### src/rtl/tia_cx_reader.sv
// tia_cx_reader
//   CPU-facing read/clear side of the TIA collision latches. Each pixel strobe
//   ORs the pairwise overlap of the six visible objects into 15 sticky bits.
//   The CPU reads them as eight 2-bit registers in D7/D6. Writing CXCLR wipes
//   all of them.
//
// Ports
//   clk       system clock, all state on posedge
//   reset_n   asynchronous active-low reset
//   pix_en    pixel strobe qualifying collision sampling
//   obj[5:0]  {pf,bl,m1,m0,p1,p0} visibility for this pixel
//   rd_req    one-cycle CPU read request (accepted when addr[3]=0)
//   wr_req    one-cycle CPU write request (only CXCLR_ADDR has an effect)
//   addr      CPU register address
//   rd_valid  one-cycle pulse, the cycle after an accepted read
//   rd_data   {D7,D6,6'b0}, held while rd_valid is low
module tia_cx_reader #(
    parameter int                 ADDR_W     = 6,
    parameter logic [ADDR_W-1:0]  CXCLR_ADDR = 'h2C
) (
    input  logic              clk,
    input  logic              reset_n,
    input  logic              pix_en,
    input  logic [5:0]        obj,
    input  logic              rd_req,
    input  logic              wr_req,
    input  logic [ADDR_W-1:0] addr,
    output logic              rd_valid,
    output logic [7:0]        rd_data
);

    // Latch bit positions. They are ordered so that registers 0..5 read
    // {cx[2i], cx[2i+1]} directly.
    localparam int M0P1 = 0,  M0P0 = 1,  M1P0 = 2,  M1P1 = 3;
    localparam int P0PF = 4,  P0BL = 5,  P1PF = 6,  P1BL = 7;
    localparam int M0PF = 8,  M0BL = 9,  M1PF = 10, M1BL = 11;
    localparam int BLPF = 12, P0P1 = 13, M0M1 = 14;

    logic p0, p1, m0, m1, bl, pf;
    logic [14:0] hit;
    logic [14:0] cx_q, cx_d;
    logic        rd_valid_q, rd_valid_d;
    logic [7:0]  rd_data_q, rd_data_d;
    logic        rd_acc, clr;
    logic [1:0]  rd_sel;

    assign {pf, bl, m1, m0, p1, p0} = obj;

    always_comb begin
        hit       = '0;
        hit[M0P1] = m0 & p1;
        hit[M0P0] = m0 & p0;
        hit[M1P0] = m1 & p0;
        hit[M1P1] = m1 & p1;
        hit[P0PF] = p0 & pf;
        hit[P0BL] = p0 & bl;
        hit[P1PF] = p1 & pf;
        hit[P1BL] = p1 & bl;
        hit[M0PF] = m0 & pf;
        hit[M0BL] = m0 & bl;
        hit[M1PF] = m1 & pf;
        hit[M1BL] = m1 & bl;
        hit[BLPF] = bl & pf;
        hit[P0P1] = p0 & p1;
        hit[M0M1] = m0 & m1;
    end

    assign clr    = wr_req && (addr == CXCLR_ADDR);
    assign rd_acc = rd_req && !addr[3];

    // The read mux looks at cx_q. A read therefore returns the pre-update
    // snapshot, even when a clear or a new collision happens in the same
    // cycle.
    always_comb begin
        rd_sel = 2'b00;
        case (addr[2:0])
            3'd0: rd_sel = {cx_q[M0P1], cx_q[M0P0]};
            3'd1: rd_sel = {cx_q[M1P0], cx_q[M1P1]};
            3'd2: rd_sel = {cx_q[P0PF], cx_q[P0BL]};
            3'd3: rd_sel = {cx_q[P1PF], cx_q[P1BL]};
            3'd4: rd_sel = {cx_q[M0PF], cx_q[M0BL]};
            3'd5: rd_sel = {cx_q[M1PF], cx_q[M1BL]};
            3'd6: rd_sel = {cx_q[BLPF], 1'b0};
            default: rd_sel = {cx_q[P0P1], cx_q[M0M1]};
        endcase
    end

    always_comb begin
        cx_d       = cx_q;
        rd_valid_d = rd_acc;
        rd_data_d  = rd_data_q;
        // A clear wins over a collision sampled in the same cycle.
        if (clr)
            cx_d = '0;
        else if (pix_en)
            cx_d = cx_q | hit;
        if (rd_acc)
            rd_data_d = {rd_sel, 6'b0};
    end

    always_ff @(posedge clk or negedge reset_n) begin
        if (!reset_n) begin
            cx_q       <= '0;
            rd_valid_q <= 1'b0;
            rd_data_q  <= 8'h00;
        end else begin
            cx_q       <= cx_d;
            rd_valid_q <= rd_valid_d;
            rd_data_q  <= rd_data_d;
        end
    end

    assign rd_valid = rd_valid_q;
    assign rd_data  = rd_data_q;

endmodule

### config.mk
export PLATFORM = sky130hd
export DESIGN_NAME = tia_cx_reader
export DESIGN_NICKNAME = d
export VERILOG_FILES = /design/src/rtl/tia_cx_reader.sv
export SDC_FILE = /design/constraint.sdc
export NUM_CORES = 1
export LEC_CHECK = 0
export ABC_AREA = 1
export CORE_ASPECT_RATIO = 1.4
export CORE_MARGIN = 10
export CORE_UTILIZATION = 50
export CTS_CLUSTER_DIAMETER = 60
export DETAILED_ROUTE_END_ITERATION = 12
export PLACE_DENSITY = 0.8
export SLEW_MARGIN = 20
export SYNTH_ARGS = -nofsm -noshare
export SYNTH_HDL_FRONTEND = slang
export SYNTH_SLANG_ARGS = --single-unit
### constraint.sdc
create_clock -name clk -period 2.8 [get_ports clk]
set_clock_uncertainty 0.2 [all_clocks]
set_input_delay 0.56 -clock clk [delete_from_list [all_inputs] [get_ports clk]]
set_output_delay 0.56 -clock clk [all_outputs]
set_load 0.02 [all_outputs]
---- Word-level counts from Yosys, hierarchy flattened ----
Cells that the tools add are included.
word-level totals
  flip-flop bits (word level) ............. 18
  logic and storage cells ................. 34
cells by class
  mux-type cells .......................... 3
  reductions and logical operators ........ 5
  bitwise logic cells ..................... 16
  equal/unequal tests ..................... 7
operators by type and width
  operator            number
  $mux 15             2
  $and 1x1->1         15
  $or 15x15->15       1
  $pmux 2 s7          1
  $eq 3x3->1 const B  3
  $eq 3x2->1 const B  2
  $eq 6x6->1 const B  1
  $eq 3x1->1 const B  1
  $logic_not 3->1     1
  $logic_and 1x1->1   2
  $reduce_bool 2->1   1
  $logic_not 1->1     1

---- Longest topological paths before layout ----
Gate-level depths: netlist (run 1).
  word-level depth ........................ 4
  depth in mapped cells ................... 9
  gate-level depth less buffers ........... 8

---- Worst setup path after synthesis (run 1) ----
OpenSTA, ideal clock, no wires.
  kind .................................... in2reg
  start ................................... in addr[2]
  end ..................................... reg cx_q[10]
  stages .................................. 5
  path buffers ............................ 2
  arrival ................................. 1.239 ns
  setup slack ............................. 1.240 ns
  cells stage by stage .................... buf_2 -> nand2_2 -> nor4_4 -> buf_6 -> a21oi_1
between the ends
  cells in the longest elaborated chain, start to end .. 3
  elaborated cells between the ends (all ways) .. 4
  classes of those cells .................. eq/ne: 1; mux: 1; reduce/logical: 2
ends and longest elaborated chain
  what                                                 RTL line  source
  start: declaration                                   27        input logic [ADDR_W-1:0] addr,
  $eq 6x6->1 (*)                                       68        assign clr = wr_req && (addr == CXCLR_ADDR);
  $logic_and 1x1->1 (*)                                68
  $mux 15 / $reduce_bool 2->1 (equally long branches)  --
  end signal: assignment                               103       cx_q <= '0;
  end signal: assignment                               107       cx_q <= cx_d;
  end: declaration                                     41        logic [14:0] cx_q, cx_d;
Every way passes the cells marked *; elsewhere a longest branch is shown, timed or not.
A chain may end at the register's enable or synchronous reset.

---- Final worst setup path (run 1) ----
  start ................................... reg rd_data_q[6] (netlist: rd_data[6])
  end ..................................... out rd_data[6]
RTL lines
  what                      RTL line  source
  start: declaration        43        logic [7:0] rd_data_q, rd_data_d;
  start signal: assignment  109       rd_data_q <= rd_data_d;
  end: declaration          29        output logic [7:0] rd_data
No word-level cell between the ends.

==> PnR_summary.wiki, run 1 <==
{| class="wikitable"
! Metric !! Value
|-
| Run status || completed
|-
| Number of enable flip-flop cells after synthesis || 0
|-
| Worst slew slack as a fraction of its limit || 0.476
|-
| TritonCTS Sinks || 18
|-
| Die Span X || 57.1 um
|-
| Launch instance of the worst register-to-register path || cx_q[12]
|-
| Residual antenna-violating net count after detailed routing || 0
|-
| Buf/Inv on CP || 1
|-
| GR peak layer || met2
|-
| Synth Instances || 123
|-
| Area added between synthesis and finish || 20.1%
|-
| Ordered list of cells on the worst path || clkdlybuf4s50_1
|-
| Starting DRC count in detailed routing || 46
|-
| Met2 usage || 0.179
|-
| Count of input and output buffers || 19
|-
| Clock network latency to the later pin of the worst-skew pair || 0.29 ns
|-
| Routed Wire Length || 2190 um
|-
| Yosys warning total || 0
|-
| Row Count || 18
|-
| Vias in the first global route || 823
|-
| Share of post-route cells with drive strength above 1 || 0.0496
|-
| Post-CTS Setup Repair Bufs || 0
|-
| Count of cell types in the netlist || 16
|-
| Maximum frequency from static timing analysis || 0.496 GHz
|-
| M1 GR Usage || 0.116
|-
| Maximum fanout count along the critical path || 2
|-
| Most common cell after layout, fill and taps aside || sky130_fd_sc_hd__nand3_1
|-
| GR met3 Demand/Resource || 0.0331
|-
| CTS tree || yes
|-
| Critical path type || reg -> out
|-
| Number of buffers created by CTS || 3
|-
| Top-level I/O count || 26
|-
| Maximum number of pins on one net before global-route repair || 19
|-
| Post-Place Setup Slack || 0.555 ns
|-
| Number of cells on the worst reg-to-reg path || 8
|-
| Starting Density || 0.536
|-
| Global route total overflow || 0
|-
| Final Worst Setup Slack || 0.785 ns
|-
| Vias per inst || 5.35
|-
| Synthesized area divided by synthesized cell count || 7.85 um2
|-
| WL/cell || 13.6 um
|-
| Accumulated negative setup slack || 0 ns
|-
| Fin crit period || 2.01 ns
|-
| CP Launch Type || flip-flop
|-
| Max VDD drop || 0.327 mV
|-
| Slack of the worst reg-to-reg path || 1.63 ns
|-
| Power density cells || 448 mW/mm2
|-
| Critical Path Slowest Stage Cell || sky130_fd_sc_hd__clkdlybuf4s50_1
|-
| Required @ worst endpoint || 2.04 ns
|-
| Root buf cell || sky130_fd_sc_hd__clkbuf_4
|-
| GRT Util Overall || 0.106
|-
| Final worst-path cycle share || 0.720
|-
| WP data arrival || 1.25 ns
|-
| H-Tree Depth || 1
|-
| Y dimension of the die || 72.0 um
|-
| Leakage power figure || 0.603 nW
|-
| Crit end category || output port
|-
| Die footprint || 0.00411 mm2
|-
| Part of the Yosys area used for sequential elements || 0.466
|-
| Post-synth design cell area || 966 um2
|-
| Slew at the pin with the worst max-slew slack || 0.784 ns
|-
| Highest cell delay on the worst timing path || 0.61 ns
|-
| Initial antenna violation count || 0
|-
| Worst hold path startpoint || rd_data[7]
|-
| Seq. cell area || 450 um2
|-
| Flip-flop cell with the highest count after synthesis || sky130_fd_sc_hd__dfrtp_1
|-
| Placer's final routability congestion estimate || 0.893
|-
| Worst Hold Margin || 0.291 ns
|-
| N_diodes || 0
|-
| Number of buffers inserted by hold repair at cts || 0
|-
| Clock Tree Buf Depth || 2
|-
| Finished layout cell area || 0.00116 mm2
|-
| Max Transition Viols Final || 0
|-
| Cell family contributing the most delay on the critical path || buffers and inverters
|-
| Placeable core area || 0.00180 mm2
|-
| Terminus of the critical flop-to-flop path || rd_data[7]
|-
| Instance area at placement || 0.00114 mm2
|-
| Type of the worst min-delay path || reg -> reg
|-
| Quantity of gates resized following cts || 0
|-
| Instance count along the most critical hold path || 2
|-
| Post-DP HPWL || 1730 um
|-
| Max_cap viols || 0
|-
| Share of synthesized registers carrying an async set or reset || 1.00
|-
| Min-Delay Endpoint || rd_data[7]
|-
| Highest-count cells in the layout ignoring fill and taps || sky130_fd_sc_hd__nand3_1, sky130_fd_sc_hd__inv_1, sky130_fd_sc_hd__nand2_1, sky130_fd_sc_hd__clkdlybuf4s50_1, sky130_fd_sc_hd__dfrtp_1
|-
| Filler instances || 165
|-
| Final hold vios || 0
|-
| Remaining DRCs || 0
|-
| Final setup viols || 0
|-
| DRT Pass-1 Iters || 4
|-
| Area used by multi-input combinational logic || 385 um2
|-
| Routed via count || 861
|-
| Number of synthesized register bits || 18
|-
| Clock transition at the registers of the reported paths || 0.09 ns
|-
| Wire length of the first global-routing pass || 3580 um
|-
| Nets@finish || 160
|-
| Unrepaired setup endpoints after global routing || false
|}
[report_power, final]
group	switching [mW]	leakage [nW]	total [mW]	internal, mW
combinational	0.0645	0.416	0.111	0.0466
sequential	0.00736	0.174	0.284	0.276
clock	0.0742	0.0138	0.124	0.0501
[flip-flops by register name, summed over array words and instances, names as in the netlist]
| signal | cells |
|---|---|
| rd_data | 2 |
| cx_q | 15 |
| rd_valid | 1 |
[through the flow]
step / power, mW / std cells / utilization
after floorplan: 0.351 / 128 / -
after global placement: 0.397 / 158 / 0.631
after detailed placement: 0.400 / 158 / 0.631
after CTS: 0.522 / 161 / 0.644
after global routing: 0.547 / 161 / 0.644
final: 0.519 / 161 / 0.644
[cells in the mapped netlist, types with 2 or more instances]
library cell | instances | share of area
sky130_fd_sc_hd__nand4_1 | 3 | 0.019
sky130_fd_sc_hd__a31oi_1 | 2 | 0.013
sky130_fd_sc_hd__nand2_1 | 19 | 0.074
sky130_fd_sc_hd__buf_2 | 2 | 0.010
sky130_fd_sc_hd__a21oi_1 | 16 | 0.083
sky130_fd_sc_hd__buf_4 | 6 | 0.047
sky130_fd_sc_hd__nand3_1 | 23 | 0.12
sky130_fd_sc_hd__inv_1 | 21 | 0.082
sky130_fd_sc_hd__dfrtp_1 | 18 | 0.47
sky130_fd_sc_hd__nor2_1 | 7 | 0.027
[tightest hold or removal path, delay by kind of cell (launching register included)]
family | cells | cell delay [ns]
and+or+nand+nor | 2 | 0.11
DFF | 1 | 0.35
[cell type report]
cell class                 count  share of cell area
sequential                    18               0.388
multi-input combinational     79               0.332
timing repair buffer          20               0.170
inverter                      21              0.0680
tap                           20              0.0216
clock buffer                   3              0.0194
[cell families (layout without fill, tap and decap cells)]
family,Yosys count,after routing,share of synthesized area
simple gates,55,55,0.280
buf+inv,31,44,0.154
flops,18,18,0.466
compound gates,18,18,0.0959
other cells,1,6,0.00388
[worst max-delay path by stage]
stage	startpoint	to	slack, ns	depth (start not counted)
after CTS	rd_data[6]	rd_data[6]	0.77	1
after global placement	addr[0]	cx_q[14]	0.60	6
final	rd_data[6]	rd_data[6]	0.79	1
after floorplan	addr[2]	cx_q[10]	1.24	5
after global routing	rd_data[6]	rd_data[6]	0.73	1
after detailed placement	addr[0]	cx_q[7]	0.56	6
[layer usage]
metal  part of all wire  wire [um]
met1               0.43        950
met3              0.084        184
met2               0.47       1020
met4              0.016         35
met5                  0          0
No activity file was read; power rests on OpenSTA's default activity.
==> run 2, diff against run 1 <==
- CORE_UTILIZATION: 50 -> 42
- PLACE_DENSITY: 0.8 -> 0.72
- clock period: 2.8 -> 1.7 ns (I/O delays scaled with it)
==> PnR_summary.wiki, run 2 (synthesized netlist as in run 1, its figures left out) <==
{| class="wikitable"
! Metric !! Value
|-
| Run status || completed (unchanged)
|-
| Instance area at placement || 0.00122 mm2 (was 0.00114 mm2)
|-
| Placer's final routability congestion estimate || 0.876 (was 0.893)
|-
| Crit end category || flip-flop (was output port)
|-
| Max_cap viols || 0 (unchanged)
|-
| Top-level I/O count || 26 (unchanged)
|-
| Remaining DRCs || 0 (unchanged)
|-
| Vias in the first global route || 957 (was 823)
|-
| H-Tree Depth || 1 (unchanged)
|-
| Max VDD drop || 0.423 mV (was 0.327 mV)
|-
| Placeable core area || 0.00218 mm2 (was 0.00180 mm2)
|-
| GRT Util Overall || 0.115 (was 0.106)
|-
| Clock network latency to the later pin of the worst-skew pair || 0.29 ns (about the same)
|-
| CTS tree || yes (unchanged)
|-
| Die Span X || 60.5 um (was 57.1 um)
|-
| CP Launch Type || input pin (was flip-flop)
|-
| Share of post-route cells with drive strength above 1 || 0.0946 (was 0.0496)
|-
| Routed via count || 921 (was 861)
|-
| Starting DRC count in detailed routing || 49 (was 46)
|-
| Nets@finish || 167 (was 160)
|-
| Leakage power figure || 0.660 nW (was 0.603 nW)
|-
| Fin crit period || 1.56 ns
|-
| Y dimension of the die || 76.7 um (was 72.0 um)
|-
| Clock transition at the registers of the reported paths || 0.10 ns (was 0.09 ns)
|-
| Number of flip-flops under the largest register name || 15 (unchanged)
|-
| Cell Count Post-Placement || 167 (was 158)
|-
| Worst Hold Margin || 0.159 ns (was 0.291 ns)
|-
| Finished layout cell area || 0.00124 mm2 (was 0.00116 mm2)
|-
| Slack of the worst reg-to-reg path || 0.52 ns (was 1.63 ns)
|-
| Initial antenna violation count || 0 (unchanged)
|-
| Power density cells || 704 mW/mm2 (was 448 mW/mm2)
|-
| Largest Register || cx_q (unchanged)
|-
| Unrepaired setup endpoints after global routing || false (unchanged)
|-
| Maximum frequency from static timing analysis || 0.640 GHz
|-
| Post-DP HPWL || 1950 um (was 1730 um)
|-
| Count of input and output buffers || 19 (unchanged)
|-
| Max Transition Viols Final || 0 (unchanged)
|-
| Area added between synthesis and finish || 28.2% (was 20.1%)
|-
| Number of buffers created by CTS || 3 (unchanged)
|-
| Die footprint || 0.00465 mm2 (was 0.00411 mm2)
|-
| Type of the worst min-delay path || in -> async (was reg -> reg)
|-
| Non-filler cells in the finished layout || 170 (was 161)
|-
| Highest-count cells in the layout ignoring fill and taps || sky130_fd_sc_hd__nand3_1, sky130_fd_sc_hd__inv_1, sky130_fd_sc_hd__nand2_1 (was sky130_fd_sc_hd__nand3_1, sky130_fd_sc_hd__inv_1, sky130_fd_sc_hd__nand2_1, sky130_fd_sc_hd__clkdlybuf4s50_1, sky130_fd_sc_hd__dfrtp_1)
|-
| DRT Pass-1 Iters || 4 (unchanged)
|-
| Final hold vios || 0 (unchanged)
|-
| Clock Tree Buf Depth || 2 (unchanged)
|-
| Maximum number of pins on one net before global-route repair || 19 (unchanged)
|-
| Number of buffers inserted by hold repair at cts || 0 (unchanged)
|-
| Wire length of the first global-routing pass || 4240 um (was 3580 um)
|-
| Filler instances || 213 (was 165)
|-
| WP data arrival || 1.56 ns (was 1.25 ns)
|-
| Final setup viols || 0 (unchanged)
|-
| Design Power || 872 uW (was 519 uW)
|-
| Critical path type || in -> reg (was reg -> out)
|-
| Most common cell after layout, fill and taps aside || sky130_fd_sc_hd__nand3_1 (unchanged)
|-
| Row Count || 20 (was 18)
|-
| Routed Wire Length || 2500 um (was 2190 um)
|-
| Root buf cell || sky130_fd_sc_hd__clkbuf_4 (unchanged)
|-
| TritonCTS Sinks || 18 (unchanged)
|-
| Residual antenna-violating net count after detailed routing || 0 (unchanged)
|-
| Global route total overflow || 0 (unchanged)
|-
| Accumulated negative setup slack || 0 ns (unchanged)
|-
| Vias per inst || 5.42 (was 5.35)
|-
| WL/cell || 14.7 um (was 13.6 um)
|-
| Starting Density || 0.444 (was 0.536)
|-
| Maximum fanout count along the critical path || 4 (was 2)
|-
| Required @ worst endpoint || 1.70 ns (was 2.04 ns)
|-
| N_diodes || 0 (unchanged)
|-
| Final worst-path cycle share || 0.919
|}
## run 2: changes by cell type in the layout (fill, tap and decap cells not counted), sizes merged
cell | previous run | this run
buf | 1 | 8
clkdlybuf4s50 | 19 | 15
dlygate4sd2 | 0 | 3
dlymetal6s2s | 0 | 1
## run 2: per-stage QoR
step / setup slack, ns / utilization
5_1_grt: 0.0464 / 0.569
2_1_floorplan: 0.360 / -
4_1_cts: 0.119 / 0.568
3_3_place_gp: -0.116 / 0.559
6_report: 0.138 / 0.569
3_5_place_dp: -0.193 / 0.559
## run 2: power breakdown
| part | switching, mW | total, mW | internal, mW |
|---|---|---|---|
| sequential | 0.0132 | 0.468 | 0.455 |
| clock | 0.125 | 0.208 | 0.0826 |
| combinational | 0.112 | 0.196 | 0.0841 |
## run 2: repair_timing
item,CTS,global route
buffers inserted,0,0
gates resized for setup,3,1
endpoints found under the setup margin,3,1
## run 2: cell type report
cell class,instances,area [um2],area share
Multi-Input combinational cell,79,385,0.311
Tap cell,22,27.5,0.0222
Inverter,21,78.8,0.0636
Sequential cell,18,450,0.364
Timing Repair Buffer,27,274,0.221
Clock buffer,3,22.5,0.0182
## run 2: path summary, 6_finish.rpt
kind / from / endpoint / depth (start not counted)
worst min-delay path: reset_n / cx_q[12] / 2
worst max register to register: cx_q[12] / rd_data[7] / 8
min in group clk: rd_data[7] / rd_data[7] / 2
worst min register to register: rd_data[7] / rd_data[7] / 2
worst max-delay path: addr[0] / rd_data[7] / 9
max in group asynchronous: reset_n / cx_q[1] / 2
## run 2: per-layer routing
| layer | global-route usage | routed length (um) | vias to the layer above | part of all wire |
|---|---|---|---|---|
| met5 | 0 | 0 | - | 0 |
| met4 | 0.0529 | 61 | 0 | 0.024 |
| met3 | 0.0478 | 269 | 8 | 0.11 |
| met2 | 0.186 | 1230 | 56 | 0.49 |
| met1 | 0.123 | 937 | 421 | 0.37 |
| li1 | - | - | 436 | - |
## run 2: worst max-delay path, cell delays in order
cell                              delay (ns)
sky130_fd_sc_hd__clkdlybuf4s50_1        0.58
sky130_fd_sc_hd__nor2_4                 0.07
sky130_fd_sc_hd__buf_4                  0.15
sky130_fd_sc_hd__nand3_1                0.10
sky130_fd_sc_hd__nand2_1                0.07
sky130_fd_sc_hd__nor2_1                 0.10
sky130_fd_sc_hd__nand2_1                0.05
sky130_fd_sc_hd__nand2_1                0.05
sky130_fd_sc_hd__nand2_1                0.04
